**src/rtl/voice_allocator.sv**
```systemverilog
// voice_allocator: assigns note-on/off events to NUM_VOICES voices (match, free, then steal oldest).
// Optional feature macro VOICE_ALLOC_STATS_EN adds a saturating steal_count output.
//
//   state  | meaning
//   IDLE   | waiting for an event, ev_ready high
//   SCAN   | examining one voice per cycle for match / free / oldest
//   COMMIT | applying the allocation decision to the chosen voice
//   GAP    | target key_on held low so Voice sees the envelope restart
module voice_allocator #(
  parameter int NUM_VOICES = 4,
  parameter int NOTE_W     = 7,
  parameter int GAP_CYCLES = 2048
) (
  input  logic                         Clk,
  input  logic                         Reset_n,
  input  logic                         ev_valid,
  output logic                         ev_ready,
  input  logic                         ev_on,
  input  logic [NOTE_W-1:0]            ev_note,
  output logic [NUM_VOICES-1:0]        voice_key_on,
  output logic [NUM_VOICES*NOTE_W-1:0] voice_note,
`ifdef VOICE_ALLOC_STATS_EN
  output logic [15:0]                  steal_count,
`endif
  output logic                         busy
);

  localparam int IW = (NUM_VOICES > 1) ? $clog2(NUM_VOICES) : 1;
  localparam int GW = $clog2(GAP_CYCLES + 1);
  localparam logic [IW-1:0] LAST_IDX = IW'(NUM_VOICES - 1);
  localparam logic [GW-1:0] GAP_LOAD = GW'(GAP_CYCLES - 1);

  typedef enum logic [1:0] {IDLE, SCAN, COMMIT, GAP} state_t;
  state_t state, state_next;

  logic [NOTE_W-1:0] note_r [NUM_VOICES];
  logic [IW-1:0]     rank   [NUM_VOICES];
  logic              ev_on_q;
  logic [NOTE_W-1:0] ev_note_q;
  logic [IW-1:0]     idx, match_idx, free_idx, old_idx, target_q, target_c, promote_idx;
  logic              match_found, free_found, retrig_q;
  logic [GW-1:0]     gap_cnt;
  logic              accept, do_off, do_retrig, do_alloc, do_steal, gap_done, promote;

  assign accept      = ev_valid && ev_ready;
  assign busy        = (state != IDLE);
  assign promote     = do_alloc || do_steal || (gap_done && retrig_q);
  assign promote_idx = (state == GAP) ? target_q : target_c;

  for (genvar g = 0; g < NUM_VOICES; g++) begin : g_pack
    assign voice_note[g*NOTE_W +: NOTE_W] = note_r[g];
  end

  always_ff @(posedge Clk) begin
    if (!Reset_n) state <= IDLE;
    else          state <= state_next;
  end

  always_comb begin
    state_next = state;
    do_off     = 1'b0;
    do_retrig  = 1'b0;
    do_alloc   = 1'b0;
    do_steal   = 1'b0;
    gap_done   = 1'b0;
    target_c   = old_idx;
    if (match_found)     target_c = match_idx;
    else if (free_found) target_c = free_idx;
    case (state)
      IDLE: if (accept) state_next = SCAN;
      SCAN: if (idx == LAST_IDX) state_next = COMMIT;
      COMMIT: begin
        if (!ev_on_q) begin
          do_off     = match_found;
          state_next = IDLE;
        end else if (match_found) begin
          do_retrig  = 1'b1;
          state_next = GAP;
        end else if (free_found) begin
          do_alloc   = 1'b1;
          state_next = IDLE;
        end else begin
          do_steal   = 1'b1;
          state_next = GAP;
        end
      end
      GAP: if (gap_cnt == '0) begin
        gap_done   = 1'b1;
        state_next = IDLE;
      end
      default: state_next = IDLE;
    endcase
  end

  always_ff @(posedge Clk) begin
    if (!Reset_n) begin
      ev_ready     <= 1'b1;
      voice_key_on <= '0;
      ev_on_q      <= 1'b0;
      ev_note_q    <= '0;
      idx          <= '0;
      match_idx    <= '0;
      free_idx     <= '0;
      old_idx      <= '0;
      match_found  <= 1'b0;
      free_found   <= 1'b0;
      target_q     <= '0;
      retrig_q     <= 1'b0;
      gap_cnt      <= '0;
      for (int i = 0; i < NUM_VOICES; i++) begin
        note_r[i] <= '0;
        rank[i]   <= IW'(i);
      end
    end else begin
      // Ready is held low through the cycle that returns to IDLE.
      ev_ready <= (state == IDLE) && !accept;
      if (accept) begin
        ev_on_q     <= ev_on;
        ev_note_q   <= ev_note;
        idx         <= '0;
        match_found <= 1'b0;
        free_found  <= 1'b0;
      end
      if (state == SCAN) begin
        if (voice_key_on[idx] && (note_r[idx] == ev_note_q) && !match_found) begin
          match_found <= 1'b1;
          match_idx   <= idx;
        end
        if (!voice_key_on[idx] && !free_found) begin
          free_found <= 1'b1;
          free_idx   <= idx;
        end
        if (rank[idx] == LAST_IDX) old_idx <= idx;
        idx <= idx + 1'b1;
      end
      if (state == COMMIT) begin
        target_q <= target_c;
        retrig_q <= do_retrig;
        gap_cnt  <= GAP_LOAD;
      end
      if ((state == GAP) && !gap_done) gap_cnt <= gap_cnt - 1'b1;
      if (do_off || do_retrig || do_steal) voice_key_on[target_c] <= 1'b0;
      if (do_alloc || gap_done) voice_key_on[promote_idx] <= 1'b1;
      // A stolen voice gets its new note in the same edge its gate drops.
      if (do_alloc || do_steal) note_r[target_c] <= ev_note_q;
      if (promote) begin
        for (int i = 0; i < NUM_VOICES; i++) begin
          if (IW'(i) == promote_idx)           rank[i] <= '0;
          else if (rank[i] < rank[promote_idx]) rank[i] <= rank[i] + 1'b1;
        end
      end
    end
  end

`ifdef VOICE_ALLOC_STATS_EN
  always_ff @(posedge Clk) begin
    if (!Reset_n)                               steal_count <= '0;
    else if (do_steal && steal_count != 16'hFFFF) steal_count <= steal_count + 1'b1;
  end
`endif

endmodule

```
**config.mk**
```make
export PLATFORM = sky130hd
export DESIGN_NAME = voice_allocator
export DESIGN_NICKNAME = d
export VERILOG_FILES = /design/src/rtl/voice_allocator.sv
export SDC_FILE = /design/constraint.sdc
export NUM_CORES = 1
export LEC_CHECK = 0
export ABC_CLOCK_PERIOD_IN_PS = 2300
export BUFFER_PORTS_ARGS = -buffer_cell sky130_fd_sc_hd__buf_2
export CELL_PAD_IN_SITES_DETAIL_PLACEMENT = 0
export CELL_PAD_IN_SITES_GLOBAL_PLACEMENT = 1
export CORE_ASPECT_RATIO = 0.7
export CORE_MARGIN = 8
export CORE_UTILIZATION = 41
export DETAILED_ROUTE_END_ITERATION = 8
export PLACE_DENSITY_LB_ADDON = 0.12
export RECOVER_POWER = 50
export SLEW_MARGIN = 10
export SYNTH_ARGS = -nofsm -noshare
export SYNTH_HDL_FRONTEND = slang
export SYNTH_SLANG_ARGS = --single-unit
```
**constraint.sdc**
```tcl
create_clock -name Clk -period 2.3 [get_ports Clk]
set_input_delay 0.46 -clock Clk [delete_from_list [all_inputs] [get_ports Clk]]
set_output_delay 0.46 -clock Clk [all_outputs]
set_load 0.1 [all_outputs]
```
==> metrics.md <==
| Metric | Value |
|---|---|
| Critical Path End Type | `flop` |
| Cell area after layout | `4810 sq um` |
| Max Root-Sink Buffers | `2` |
| Synth area leaders | `edfxtp_1 (28%), dfxtp_1 (22%), nor2_1 (5.3%), nand2_1 (4.7%), mux4_2 (4.6%)` |
| CP arrival | `2.35 ns` |
| Drt drc | `0` |
| Ports | `45` |
| Unrepaired setup endpoints after global routing | `yes` |
| Dpl cell area | `4540 sq um` |
| CP max stage cell | `dfxtp_4` |
| Seq/Total Area, Yosys | `between 40% and 50%` |
| Final net count | `487` |
| Maxcap violations | `0` |
| DR vias | `3245` |
| Clock sinks | `78` |
| H-tree depth | `3` |
| Layout cell share with drive strength beyond 1 | `21.5%` |
| CP Max Fanout | `4` |
| CP max stage delay | `0.36 ns` |
| CTS tree | `built` |
| Via-to-Cell Ratio | `5.39` |
| Final setup skew | `between 0.005 and 0.006 ns` |
| Cell Rows | `29` |
| Worst EP required | `2.32 ns` |
| GRT Overall Usage | `16.5%` |
| Drt total wl | `approximately 11000 microns` |
| Hold WC Path Type | `input pin to flop` |
| Share of the synthesized area in the top cell type | `27.8%` |
| Crit path time final | `2.33 ns` |
| Leak | `1.80 nW` |
| #FFs+latches synth | `78` |
| Power density over cell area | `694 nW/um^2` |
| Gate count after technology mapping | `392` |
| Top FF cell, synth | `dfxtp_1` |
| Final Hold Viols | `0` |
| DRT Pass-1 Iters | `5` |
| Die W | `132 microns` |
| Overall Power | `3.34 mW` |
| Yosys cell types | `60` |
| EDFF count, synth | `36` |
| Fmax | `430 MHz` |
| Die area | `12900 sq um` |
| Multi-input gate area | `1880 sq um` |
| Register area | `1930 sq um` |
| Global-route wire length before repair | `16800 microns` |
| Initial DRC count | `281` |
| Post-synth ARST share | `0%` |
| Root buf cell | `clkbuf_16` |
| Initial antenna violation count | `0` |
| WP buf/inv | `0` |
| Syn Nets | `406` |
| Filler instances | `893` |
| Commonest cells in the netlist | `nor2_1 (55), nand2_1 (49), dfxtp_1 (42)` |
| Final Setup Violations | `4` |
| Core Region | `9140 sq um` |
| Relative slew slack | `between 20% and 30%` |
| Antenna Nets Post-Route | `0` |
| CP top delay family | `multiplexers` |
| Final setup margin | `-0.0256 ns` |
| HPWL after detailed placement | `8030 microns` |
| Vias in the first global route | `3033` |
| RD Place Congestion | `0.831` |
| Cts bufs inserted | `9` |
| Critical path class | `flop to flop` |
| Area leader, netlist | `edfxtp_1` |
| Final Slew Violations | `0` |
| Setup bufs post-CTS | `0` |
| Clk Latency, worst-skew pair | `0.33 ns` |
| Ant diodes | `0` |
| Port Buffers | `44` |
| Crit share post-route | `101%` |
| Largest net degree at the start of global routing | `36` |
| Die height | `97.4 microns` |
| DR WL/cell | `approximately 18 microns` |
| Gr ovfl total | `0` |
| Startpoint type of the worst setup path | `flop` |
| Initial Util | `42.5%` |
| Least-Margin Pin Slew | `~1.2 ns` |
| CTS clk-pin slew, worst paths | `0.06 ns` |
| Violated checks | `negative setup slack` |
| Outcome | `finished, violations left` |
| Worst-path cell chain | `mux2_4 > mux2i_4 > o21ai_2 > mux2i_1 > o32a_1 > maj3_2 > o221ai_2` |
| Mean Syn Cell Area | `9.91 sq um` |
| VDD IR max | `0.452 mV` |
| Post-Syn Area | `~3900 sq um` |
| Area Overhead vs Synth | `23.7%` |
| Yosys warns | `0` |
| Top-count cell post-synth | `nor2_1` |
## cells in the final DEF, fill, tap and decap left out, drive strengths merged, types with 13 or more instances in the layout
| cell type | instances |
|---|---|
| buf | 50 |
| nand2 | 49 |
| mux2i | 13 |
| clkbuf | 45 |
| edfxtp | 36 |
| inv | 18 |
| a21oi | 28 |
| dfxtp | 42 |
| nor2 | 55 |
| o21ai | 27 |
## state kept, by name (all words and copies together), names as in the netlist, 2 cells and up, named ones only
register      count
note_r           28
gap_cnt          12
rank              8
ev_note_q         7
voice_key_on      4
free_idx          2
idx               2
match_idx         2
old_idx           2
state             2
target_q          2
## where the power goes
| group | switching, mW | internal, mW | leakage, nW |
|---|---|---|---|
| combinational | 0.270 | 0.0972 | 0.948 |
| sequential | 0.0412 | 1.49 | 0.699 |
| clock | 0.587 | 0.857 | 0.149 |
## logic make-up after synthesis
family	share of synthesized area (%)
buffers and inverters	3.12
AND/OR/NAND/NOR	18.6
AO/OA/AOI/OAI	15.6
flip-flops	49.5
adder cells (fa/ha/maj)	1.80
multiplexers	9.79
XOR/XNOR	1.58
## metrics by stage
stage	worst slack [ns]	TNS [ns]	instances	util (%)	hold WS, ns
floorplan	-0.0101	-0.0202	392	-	0.427
global placement	-0.107	-0.208	586	49.6	0.438
detailed placement	-0.133	-0.245	586	49.6	0.442
CTS	-0.000241	-0.000434	602	53.0	0.358
global route	-0.0878	-0.494	602	52.6	0.356
finish	-0.0256	-0.0538	602	52.6	0.370
## per-layer routing
metal / global-route usage (%) / part of all wire (%) / vias to the layer above
li1: - / - / 1587
met1: 25.9 / 55 / 1564
met2: 21.4 / 39 / 86
met3: 3.87 / 5.8 / 8
met4: 4.09 / 0.66 / 0
met5: 0 / 0 / -
## tightest hold or removal path: stages
cell and delay (ns):
buf_2 0.09, nand2_1 0.05, a21oi_1 0.05
## repair_timing
action,4_1_cts,5_1_grt
pin swaps,1,0
hold buffers,0,0
setup endpoints to repair,6,13
gates resized for setup,1,4
## layout make-up
type,count,share of cell area (%)
Inverter,14,1.09
Timing Repair Buffer,86,10.1
Clock buffer,9,4.69
Multi-Input combinational cell,284,39.1
Tap cell,124,3.23
Sequential cell,78,40.2
Clock inverter,7,1.67
## final timing paths
check,start,end,slack (ns),cells after the start
max,free_found,rank[0][0],-0.03,7
min,ev_note[3],ev_note_q[3],0.37,3
max reg2reg,free_found,rank[0][0],-0.03,7
min reg2reg,retrig_q,retrig_q,0.45,2
(Power assumes the default switching activity.)
